[src/rtl/dz_tx_scanner_pkg.sv]
// rtl/dz_tx_scanner_pkg.sv - shared types and constants for the DZ11 transmit scanner
package dz_tx_scanner_pkg;

    localparam int DATA_W = 8;

    typedef enum logic [1:0] {
        ST_SCAN   = 2'd0,
        ST_READY  = 2'd1,
        ST_LOAD   = 2'd2,
        ST_SETTLE = 2'd3
    } scan_state_t;

endpackage

[src/rtl/dz_tx_scanner_if.sv]
// rtl/dz_tx_scanner_if.sv - CSR/TCR/TBUF and transmitter-array signals of the transmit scanner
interface dz_tx_scanner_if
    import dz_tx_scanner_pkg::*;
#(
    parameter int NLINES = 8,
    parameter int LW     = (NLINES > 1) ? $clog2(NLINES) : 1
);
    logic              clr;
    logic              mse;
    logic              tie;
    logic [NLINES-1:0] tcr;
    logic [NLINES-1:0] empty;
    logic              tbufWR;
    logic [DATA_W-1:0] tbufDATA;
    logic              trdy;
    logic [LW-1:0]     tline;
    logic [NLINES-1:0] txload;
    logic [DATA_W-1:0] txdata;
    logic              tirq;

    modport master (
        output clr, mse, tie, tcr, empty, tbufWR, tbufDATA,
        input  trdy, tline, txload, txdata, tirq
    );

    modport slave (
        input  clr, mse, tie, tcr, empty, tbufWR, tbufDATA,
        output trdy, tline, txload, txdata, tirq
    );
endinterface

[src/rtl/dz_tx_scanner_line_decode.sv]
// rtl/dz_tx_scanner_line_decode.sv - enabled one-hot decode of a line number
module dz_line_decode #(
    parameter int NLINES = 8,
    parameter int LW     = (NLINES > 1) ? $clog2(NLINES) : 1
) (
    input  logic [LW-1:0]     line,
    input  logic              en,
    output logic [NLINES-1:0] onehot
);
    always_comb begin
        onehot = '0;
        if (en) begin
            onehot[line] = 1'b1;
        end
    end
endmodule

[src/rtl/dz_tx_scanner.sv]
// rtl/dz_tx_scanner.sv - round-robin search for an enabled, empty transmitter and TBUF steering
module dz_tx_scanner
    import dz_tx_scanner_pkg::*;
#(
    parameter int NLINES = 8,
    parameter int LW     = (NLINES > 1) ? $clog2(NLINES) : 1
) (
    input  logic           clk,
    input  logic           rst_n,
    dz_tx_scanner_if.slave bus
);
    scan_state_t       state;
    logic [LW-1:0]     ptr;
    logic [NLINES-1:0] load_vec;

    function automatic logic [LW-1:0] next_line(input logic [LW-1:0] n);
        if (n == LW'(NLINES - 1)) begin
            return '0;
        end
        return n + 1'b1;
    endfunction

    // Strobe is formed from the registered tline, so it is valid only while READY holds it stable.
    dz_line_decode #(
        .NLINES(NLINES),
        .LW    (LW)
    ) u_decode (
        .line  (bus.tline),
        .en    ((state == ST_READY) && bus.tbufWR),
        .onehot(load_vec)
    );

    always_ff @(posedge clk or negedge rst_n) begin
        if (!rst_n) begin
            state      <= ST_SCAN;
            ptr        <= '0;
            bus.trdy   <= 1'b0;
            bus.tline  <= '0;
            bus.txload <= '0;
            bus.txdata <= '0;
            bus.tirq   <= 1'b0;
        end else if (bus.clr) begin
            state      <= ST_SCAN;
            ptr        <= '0;
            bus.trdy   <= 1'b0;
            bus.tline  <= '0;
            bus.txload <= '0;
            bus.txdata <= '0;
            bus.tirq   <= 1'b0;
        end else begin
            bus.tirq   <= 1'b0;
            bus.txload <= load_vec;
            case (state)
                ST_SCAN: begin
                    if (bus.mse) begin
                        if (bus.tcr[ptr] && bus.empty[ptr]) begin
                            bus.tline <= ptr;
                            bus.trdy  <= 1'b1;
                            bus.tirq  <= bus.tie;
                            state     <= ST_READY;
                        end else begin
                            ptr <= next_line(ptr);
                        end
                    end
                end
                ST_READY: begin
                    // A TBUF write wins over a simultaneous withdrawal of the line.
                    if (bus.tbufWR) begin
                        bus.txdata <= bus.tbufDATA;
                        bus.trdy   <= 1'b0;
                        state      <= ST_LOAD;
                    end else if (!bus.mse || !bus.tcr[bus.tline]) begin
                        bus.trdy <= 1'b0;
                        ptr      <= next_line(bus.tline);
                        state    <= ST_SCAN;
                    end
                end
                ST_LOAD: begin
                    ptr   <= next_line(bus.tline);
                    state <= ST_SETTLE;
                end
                ST_SETTLE: begin
                    // Gives the loaded UART a cycle to drop empty before it can be matched again.
                    state <= ST_SCAN;
                end
                default: begin
                    state <= ST_SCAN;
                end
            endcase
        end
    end
endmodule

[src/flat_wrapper.sv]
// flat-port wrapper written by rule: the top's interface ports become plain ports
module dz_tx_scanner_flat import dz_tx_scanner_pkg::*;
#(
    parameter int NLINES = 8,
    parameter int LW     = (NLINES > 1) ? $clog2(NLINES) : 1
)
  (clk, rst_n, bus_clr, bus_mse, bus_tie, bus_tcr, bus_empty, bus_tbufWR, bus_tbufDATA, bus_trdy, bus_tline, bus_txload, bus_txdata, bus_tirq);
  dz_tx_scanner_if #(.NLINES(NLINES), .LW(LW)) bus_i ();
  input  logic clk;
  input  logic rst_n;
  input wire logic [$bits(bus_i.clr)-1:0] bus_clr;
  input wire logic [$bits(bus_i.mse)-1:0] bus_mse;
  input wire logic [$bits(bus_i.tie)-1:0] bus_tie;
  input wire logic [$bits(bus_i.tcr)-1:0] bus_tcr;
  input wire logic [$bits(bus_i.empty)-1:0] bus_empty;
  input wire logic [$bits(bus_i.tbufWR)-1:0] bus_tbufWR;
  input wire logic [$bits(bus_i.tbufDATA)-1:0] bus_tbufDATA;
  output wire logic [$bits(bus_i.trdy)-1:0] bus_trdy;
  output wire logic [$bits(bus_i.tline)-1:0] bus_tline;
  output wire logic [$bits(bus_i.txload)-1:0] bus_txload;
  output wire logic [$bits(bus_i.txdata)-1:0] bus_txdata;
  output wire logic [$bits(bus_i.tirq)-1:0] bus_tirq;
  assign bus_i.clr = bus_clr;
  assign bus_i.mse = bus_mse;
  assign bus_i.tie = bus_tie;
  assign bus_i.tcr = bus_tcr;
  assign bus_i.empty = bus_empty;
  assign bus_i.tbufWR = bus_tbufWR;
  assign bus_i.tbufDATA = bus_tbufDATA;
  assign bus_trdy = bus_i.trdy;
  assign bus_tline = bus_i.tline;
  assign bus_txload = bus_i.txload;
  assign bus_txdata = bus_i.txdata;
  assign bus_tirq = bus_i.tirq;
  dz_tx_scanner #(.NLINES(NLINES), .LW(LW)) u_core (.clk(clk), .rst_n(rst_n), .bus(bus_i));
endmodule
[config.mk]
export PLATFORM = sky130hd
export DESIGN_NAME = dz_tx_scanner_flat
export DESIGN_NICKNAME = d
export VERILOG_FILES = /design/src/rtl/dz_tx_scanner_pkg.sv /design/src/rtl/dz_tx_scanner_if.sv /design/src/rtl/dz_tx_scanner_line_decode.sv /design/src/rtl/dz_tx_scanner.sv /design/src/flat_wrapper.sv
export SDC_FILE = /design/constraint.sdc
export NUM_CORES = 1
export LEC_CHECK = 0
export CAP_MARGIN = 20
export CORE_MARGIN = 1
export CORE_UTILIZATION = 45
export DETAILED_ROUTE_END_ITERATION = 12
export GPL_TIMING_DRIVEN = 0
export PLACE_DENSITY = 0.9
export REMOVE_ABC_BUFFERS = 1
export SLEW_MARGIN = 20
export SYNTH_ARGS = -nofsm -noshare
export SYNTH_HDL_FRONTEND = slang
export SYNTH_HIERARCHICAL = 1
export SYNTH_SLANG_ARGS = --single-unit
[constraint.sdc]
create_clock -name clk -period 3.07 [get_ports clk]
set_clock_uncertainty 0.2 [all_clocks]
set_input_delay 0.614 -clock clk [delete_from_list [all_inputs] [get_ports clk]]
set_output_delay 0.614 -clock clk [all_outputs]
set_load 0.005 [all_outputs]
==> impl_metrics.ini, run 1 <==
[die]
dieArea_um2 = 3510
initial_core_util_pct = 48.0
core_um2 = 3080
rows = 20
pin_count = 51
die_w_um = 59.3
die_height_um = 59.3

[sta]
hold_ws_ns = 0.0621
slew_viol_final = 0
finalHoldViolations = 0
fmax_ghz = 0.393
relSlewSlack_pct = 34.3
post-route-min-period_ns = 2.54
finalSetupViolCount = 0
tightest_slew_ns = 0.983
tns_ns = 0
period_share_pct = 82.8
rsz0062_at_grt = false

[drt]
dr.pass1.iters = 4
routed_wl_mm = 3.39
via_per_inst = 5.53
drt_iter0_drc = 81
routed-via-count = 1317
route.antenna.remaining_nets = 0
routedWlPerCell_um = 14.2
drc_errors = 0

[logic_synthesis]
synth.distinct_cells = 38
netlist_instances = 144
ys_ff_latch = 26
syn_area_um2 = 1480
synth.avg_cell_area_um2 = 10.3
yosysWarningCount = 6
ys_seq_area_share_pct = 44.1

[setup_path]
endpoint_kind = flip-flop
critPathKind = input pin to flip-flop
arrival_ns = 2.56
cp.required_ns = 3.09
startpoint_type = input pin
path_cells = clkdlybuf4s50_1 -> mux4_1 -> mux2i_1 -> o211ai_1 -> a21o_1 -> mux2_4
slowest_stage = mux4_1
max_stage_delay_ns = 0.51
crit_fanout = 3

[layout]
final_cell_mix = 49 x clkdlybuf4s50_1, 28 x nand2_1, 26 x dfrtp_1
diodes = 0
mostFrequentLayoutCell = clkdlybuf4s50_1
fillerInstances = 256
fin_area_um2 = 2050
layout-drive-gt1-share_pct = 9.79
layout.nets = 232
area_delta_synth_final_pct = 38.7

[global_route]
grt_max_degree = 30
grt_overflow_total = 0
grt_pass1_wl_mm = 5.43
grt_pass1_vias = 1270
grt.total_usage_pct = 20.9
antenna_found_initial = 0

[cts]
post_cts_resized = 0
path_clk_slew_ns = 0.13
root_buffer = clkbuf_4
cts_tree = done
cts_sinks = 26
clock_latency_ns = 0.32
cts_buffers = 3
ctsHoldBuffers = 0
ctsHtreeMaxLevel = 1
cts_setup_buffers = 0
clk_path_buf_depth = 2

[placement]
numPortBuffers = 50
dpl_cell_area_um2 = 2020
dp_hpwl_mm = 2.55
place_congestion = 0.897

[power]
power_density_nw_per_um2 = 534
p_leak_nw = 0.855
ir_drop_mv = 0.282
power_mw = 1.09

[outcome]
status = finished, final reports clean

[flow_run]
maxCapViolations = 0

[hold_path]
hold_class = input pin to asynchronous set/reset pin
## power by group
part	leakage (nW)	switching, mW	internal (mW)	total (mW)
Combinational	0.476	0.234	0.244	0.478
Sequential	0.358	0.0595	0.386	0.446
Clock	0.0210	0.0981	0.0725	0.171
## cell families (layout without fill, tap and decap cells)
logic type      after synthesis  in the layout  share of synthesized area (%)
compound gates               28             28                           11.2
fa+ha+maj                     7              7                           5.93
buf+inv                      10             60                           2.54
flops                        26             26                           44.1
mux                          11             11                           12.8
simple gates                 62             62                           23.5
## flip-flops by register name, indices dropped and copies added, names as in the netlist
name,cells
u_core/bus.tirq,1
u_core/state,2
u_core/bus.tline,3
u_core/ptr,3
u_core/bus.txdata,8
u_core/bus.trdy,1
u_core/bus.txload,8
## metrics by stage
step | cells | setup slack [ns] | util, %
finish | 238 | 0.527 | 66.5
global route | 238 | 0.482 | 66.5
CTS | 238 | 0.579 | 66.7
global placement | 234 | 0.278 | 65.5
floorplan | 140 | 0.861 | -
detailed placement | 234 | 0.225 | 65.5
## synthesized netlist by cell type
master / count / share of area (%)
o211ai_1: 1 / 0.51
a21oi_1: 14 / 4.7
mux2i_4: 1 / 1.5
nor4_1: 1 / 0.42
dfrtp_1: 26 / 44
nand3_1: 4 / 1.4
nor2_1: 4 / 1.0
inv_2: 1 / 0.25
and4b_2: 2 / 1.5
o21ai_1: 2 / 0.68
nand2b_1: 2 / 0.85
nand3b_1: 1 / 0.51
nor4b_2: 1 / 1.0
mux2i_1: 2 / 1.4
inv_1: 4 / 1.0
ha_1: 7 / 5.9
clkbuf_1: 4 / 1.0
o311ai_1: 1 / 0.59
and4bb_2: 1 / 0.85
a211oi_1: 4 / 2.0
a21o_1: 1 / 0.51
o21a_1: 1 / 0.51
mux4_1: 2 / 3.6
clkinv_1: 1 / 0.25
or2_2: 1 / 0.42
nor2b_1: 9 / 3.8
o32ai_1: 1 / 0.59
mux2_4: 1 / 1.0
nand2_1: 28 / 7.1
mux4_2: 2 / 3.1
o21ai_0: 3 / 1.0
and4_2: 1 / 0.68
mux2_2: 3 / 2.3
and2_0: 1 / 0.42
and4b_1: 1 / 0.68
nor3_1: 2 / 0.68
and2_1: 1 / 0.42
and4bb_1: 2 / 1.7
## metal layers
metal | vias up | wire, um | GRT usage (%)
li1 | 617 | - | -
met1 | 624 | 1380 | 25.9
met2 | 67 | 1750 | 36.4
met3 | 9 | 194 | 3.06
met4 | 0 | 70 | 8.50
met5 | - | 0 | 0
## final timing paths
kind,start,to,slack (ns),cells after the start
max in group asynchronous,rst_n,u_core/bus.txload[6]$_DFF_PN0_,2.24,1
worst max-delay path,bus_tcr[2],u_core/ptr[0]$_DFFE_PN0P_,0.53,6
worst max register to register,u_core/bus.tline[1]$_DFFE_PN0P_,u_core/ptr[0]$_DFFE_PN0P_,0.54,5
worst min register to register,u_core/bus.txdata[7]$_DFFE_PN0P_,u_core/bus.txdata[7]$_DFFE_PN0P_,0.33,2
min in group clk,u_core/bus.txdata[7]$_DFFE_PN0P_,u_core/bus.txdata[7]$_DFFE_PN0P_,0.33,2
worst min-delay path,rst_n,u_core/ptr[2]$_DFFE_PN0P_,0.06,1
## final cells by class
cell class	instances	area (um2)	area share (%)
inverter	6	22.5	1.10
timing repair buffer	50	495	24.2
tap	44	55.1	2.69
sequential	26	651	31.8
clock buffer	4	36.3	1.77
multi-input combinational	108	788	38.5
## worst max-delay path, delay by kind of cell
family	cells	cell delay [ns]
AOI/OAI and AO/OA	2	0.43
buffers and inverters	1	0.42
muxes	3	1.09
Power figures use the tool's default switching activity.
==> run 2: changes to the inputs <==
clock period = 2.53 ns   (was 3.07 ns; I/O delays follow)
==> run 2 against run 1 <==
Count of clock-buffer cells in the layout unchanged. Routed wire length about the same. Combinational power up 21%. Critical endpoint unchanged. Largest power group unchanged.
==> impl_metrics.ini, run 2 (synthesized netlist as in run 1, its figures left out) <==
[global_route]
grt_max_degree = 30
grt_pass1_wl_mm = 5.43
grt.total_usage_pct = 20.9
grt_overflow_total = 0
antenna_found_initial = 0
grt_pass1_vias = 1270

[drt]
dr.pass1.iters = 4
routed_wl_mm = 3.39
drt_iter0_drc = 69
routed-via-count = 1312
via_per_inst = 5.49
routedWlPerCell_um = 14.2
drc_errors = 0
route.antenna.remaining_nets = 0

[setup_path]
cp_num_buf_inv = 1
path_depth = 6
reg2reg_depth = 5
crit_fanout = 3
max_stage_delay_ns = 0.51
slowest_stage = mux4_1
path_cells = clkdlybuf4s50_1 -> mux4_1 -> mux2i_1 -> o211ai_1 -> a21o_1 -> mux2_4
endpoint_kind = flip-flop
arrival_ns = 2.46
startpoint_type = input pin
critPathKind = input pin to flip-flop
path_delay_family = multiplexers
cp.required_ns = 2.55

[cts]
cts_sinks = 26
clk_path_buf_depth = 2
root_buffer = clkbuf_4
cts_tree = done
clock_latency_ns = 0.31
ctsHtreeMaxLevel = 1
cts_setup_buffers = 0
cts_buffers = 3
path_clk_slew_ns = 0.13

[power]
ir_drop_mv = 0.343
pwr-share-seq_pct = 40.8
power_density_nw_per_um2 = 644
swShare_pct = 35.6
p_leak_nw = 0.857
power.switching_mw = 0.472
p_comb_share_pct = 43.7
p_int_mw = 0.853
power_mw = 1.33
p_clk_share_pct = 15.5

[layout]
reg_top3 = u_core/bus.txdata x8, u_core/bus.txload x8
regArea_um2 = 652
mostFrequentLayoutCell = clkdlybuf4s50_1
final_cell_mix = 49 x clkdlybuf4s50_1, 28 x nand2_1, 25 x dfrtp_1
layout.nets = 233
layout-drive-gt1-share_pct = 10.3
area_delta_synth_final_pct = 39.5
fillerInstances = 255
layout.cells.non_filler = 239
diodes = 0
utilization_pct = 66.9
multi_input_area_um2 = 788

[placement]
numPortBuffers = 50
dp_hpwl_mm = 2.55
place_inst = 234
place_congestion = 0.897

[sta]
finalSetupViolCount = 0
post-route-min-period_ns = 2.44
finalHoldViolations = 0
period_share_pct = 96.5
relSlewSlack_pct = 35.6
fmax_ghz = 0.410
tightest_slew_ns = 0.964
slew_viol_final = 0
rsz0062_at_grt = false

[flow_run]
maxCapViolations = 0

[die]
die_w_um = 59.3
pin_count = 51
die_height_um = 59.3
rows = 20
dieArea_um2 = 3510
initial_core_util_pct = 48.0
core_um2 = 3080

[hold_path]
hold_depth = 2
hold_class = flip-flop to flip-flop

[outcome]
status = finished, final reports clean
==> run 2: changes by cell type in the layout (fill, tap and decap cells not counted) <==
cell and change:
dfrtp_1 -1, dfrtp_2 +1, dlygate4sd3_1 +1
==> run 2: timing repair <==
item,CTS,global route
hold endpoints to repair,0,26
hold buffers,0,1
endpoints found under the setup margin,0,3
resized for setup,0,1
==> run 2: worst register-to-register path, cell delays in order (launching register included) <==
cell	delay [ns]
dfrtp_2	0.51
mux4_1	0.57
mux2i_1	0.31
o211ai_1	0.19
a21o_1	0.24
mux2_4	0.30
==> run 2: path summary, 6_finish.rpt <==
| kind | startpoint | end | slack, ns |
|---|---|---|---|
| max | bus_tcr[2] | u_core/ptr[0]$_DFFE_PN0P_ | 0.09 |
| min | u_core/bus.txdata[7]$_DFFE_PN0P_ | u_core/bus.txdata[7]$_DFFE_PN0P_ | 0.33 |
| max reg2reg | u_core/bus.tline[1]$_DFFE_PN0P_ | u_core/ptr[0]$_DFFE_PN0P_ | 0.11 |
| min reg2reg | u_core/bus.txdata[7]$_DFFE_PN0P_ | u_core/bus.txdata[7]$_DFFE_PN0P_ | 0.33 |
| max in group asynchronous | rst_n | u_core/bus.tline[1]$_DFFE_PN0P_ | 1.24 |
| min in group asynchronous | rst_n | u_core/ptr[1]$_DFFE_PN0P_ | 0.49 |
==> run 2: metrics by stage <==
step	hold WS (ns)	worst slack (ns)	area [um2]	TNS [ns]
finish	0.328	0.0890	2060	0
global route	0.362	0.0728	2060	0
CTS	0.333	0.0475	2050	0
floorplan	0.0104	0.331	1460	0
global placement	0.309	-0.154	2020	-0.304
detailed placement	0.315	-0.207	2020	-0.552
==> run 2: routing by layer <==
metal / wire, um / track usage (%) / up-vias
met4: 66 / 8.50 / 0
met5: 0 / 0 / -
li1: - / - / 620
met3: 210 / 3.06 / 10
met2: 1760 / 36.4 / 66
met1: 1350 / 25.9 / 616
==> run 2: power groups by stage <==
stage / clock [mW] / combinational, mW / sequential [mW]
floorplan: 0 / 0.376 / 0.533
global placement: 0 / 0.541 / 0.540
detailed placement: 0 / 0.568 / 0.547
CTS: 0.212 / 0.573 / 0.539
global route: 0.228 / 0.631 / 0.548
finish: 0.206 / 0.579 / 0.541
==> run 2: area by class of cell <==
class / count / area share, %
clock buffers: 4 / 1.76
flip-flops and latches: 26 / 31.7
inverters: 6 / 1.09
well taps: 44 / 2.67
repair buffers: 51 / 24.5
multi-input cells: 108 / 38.3
==> run 3: changes to the inputs <==
GPL_ROUTABILITY_DRIVEN = 1   (was default)
==> results of run 3 <==
Final layout, timing and power as in run 2 (identical DEF).
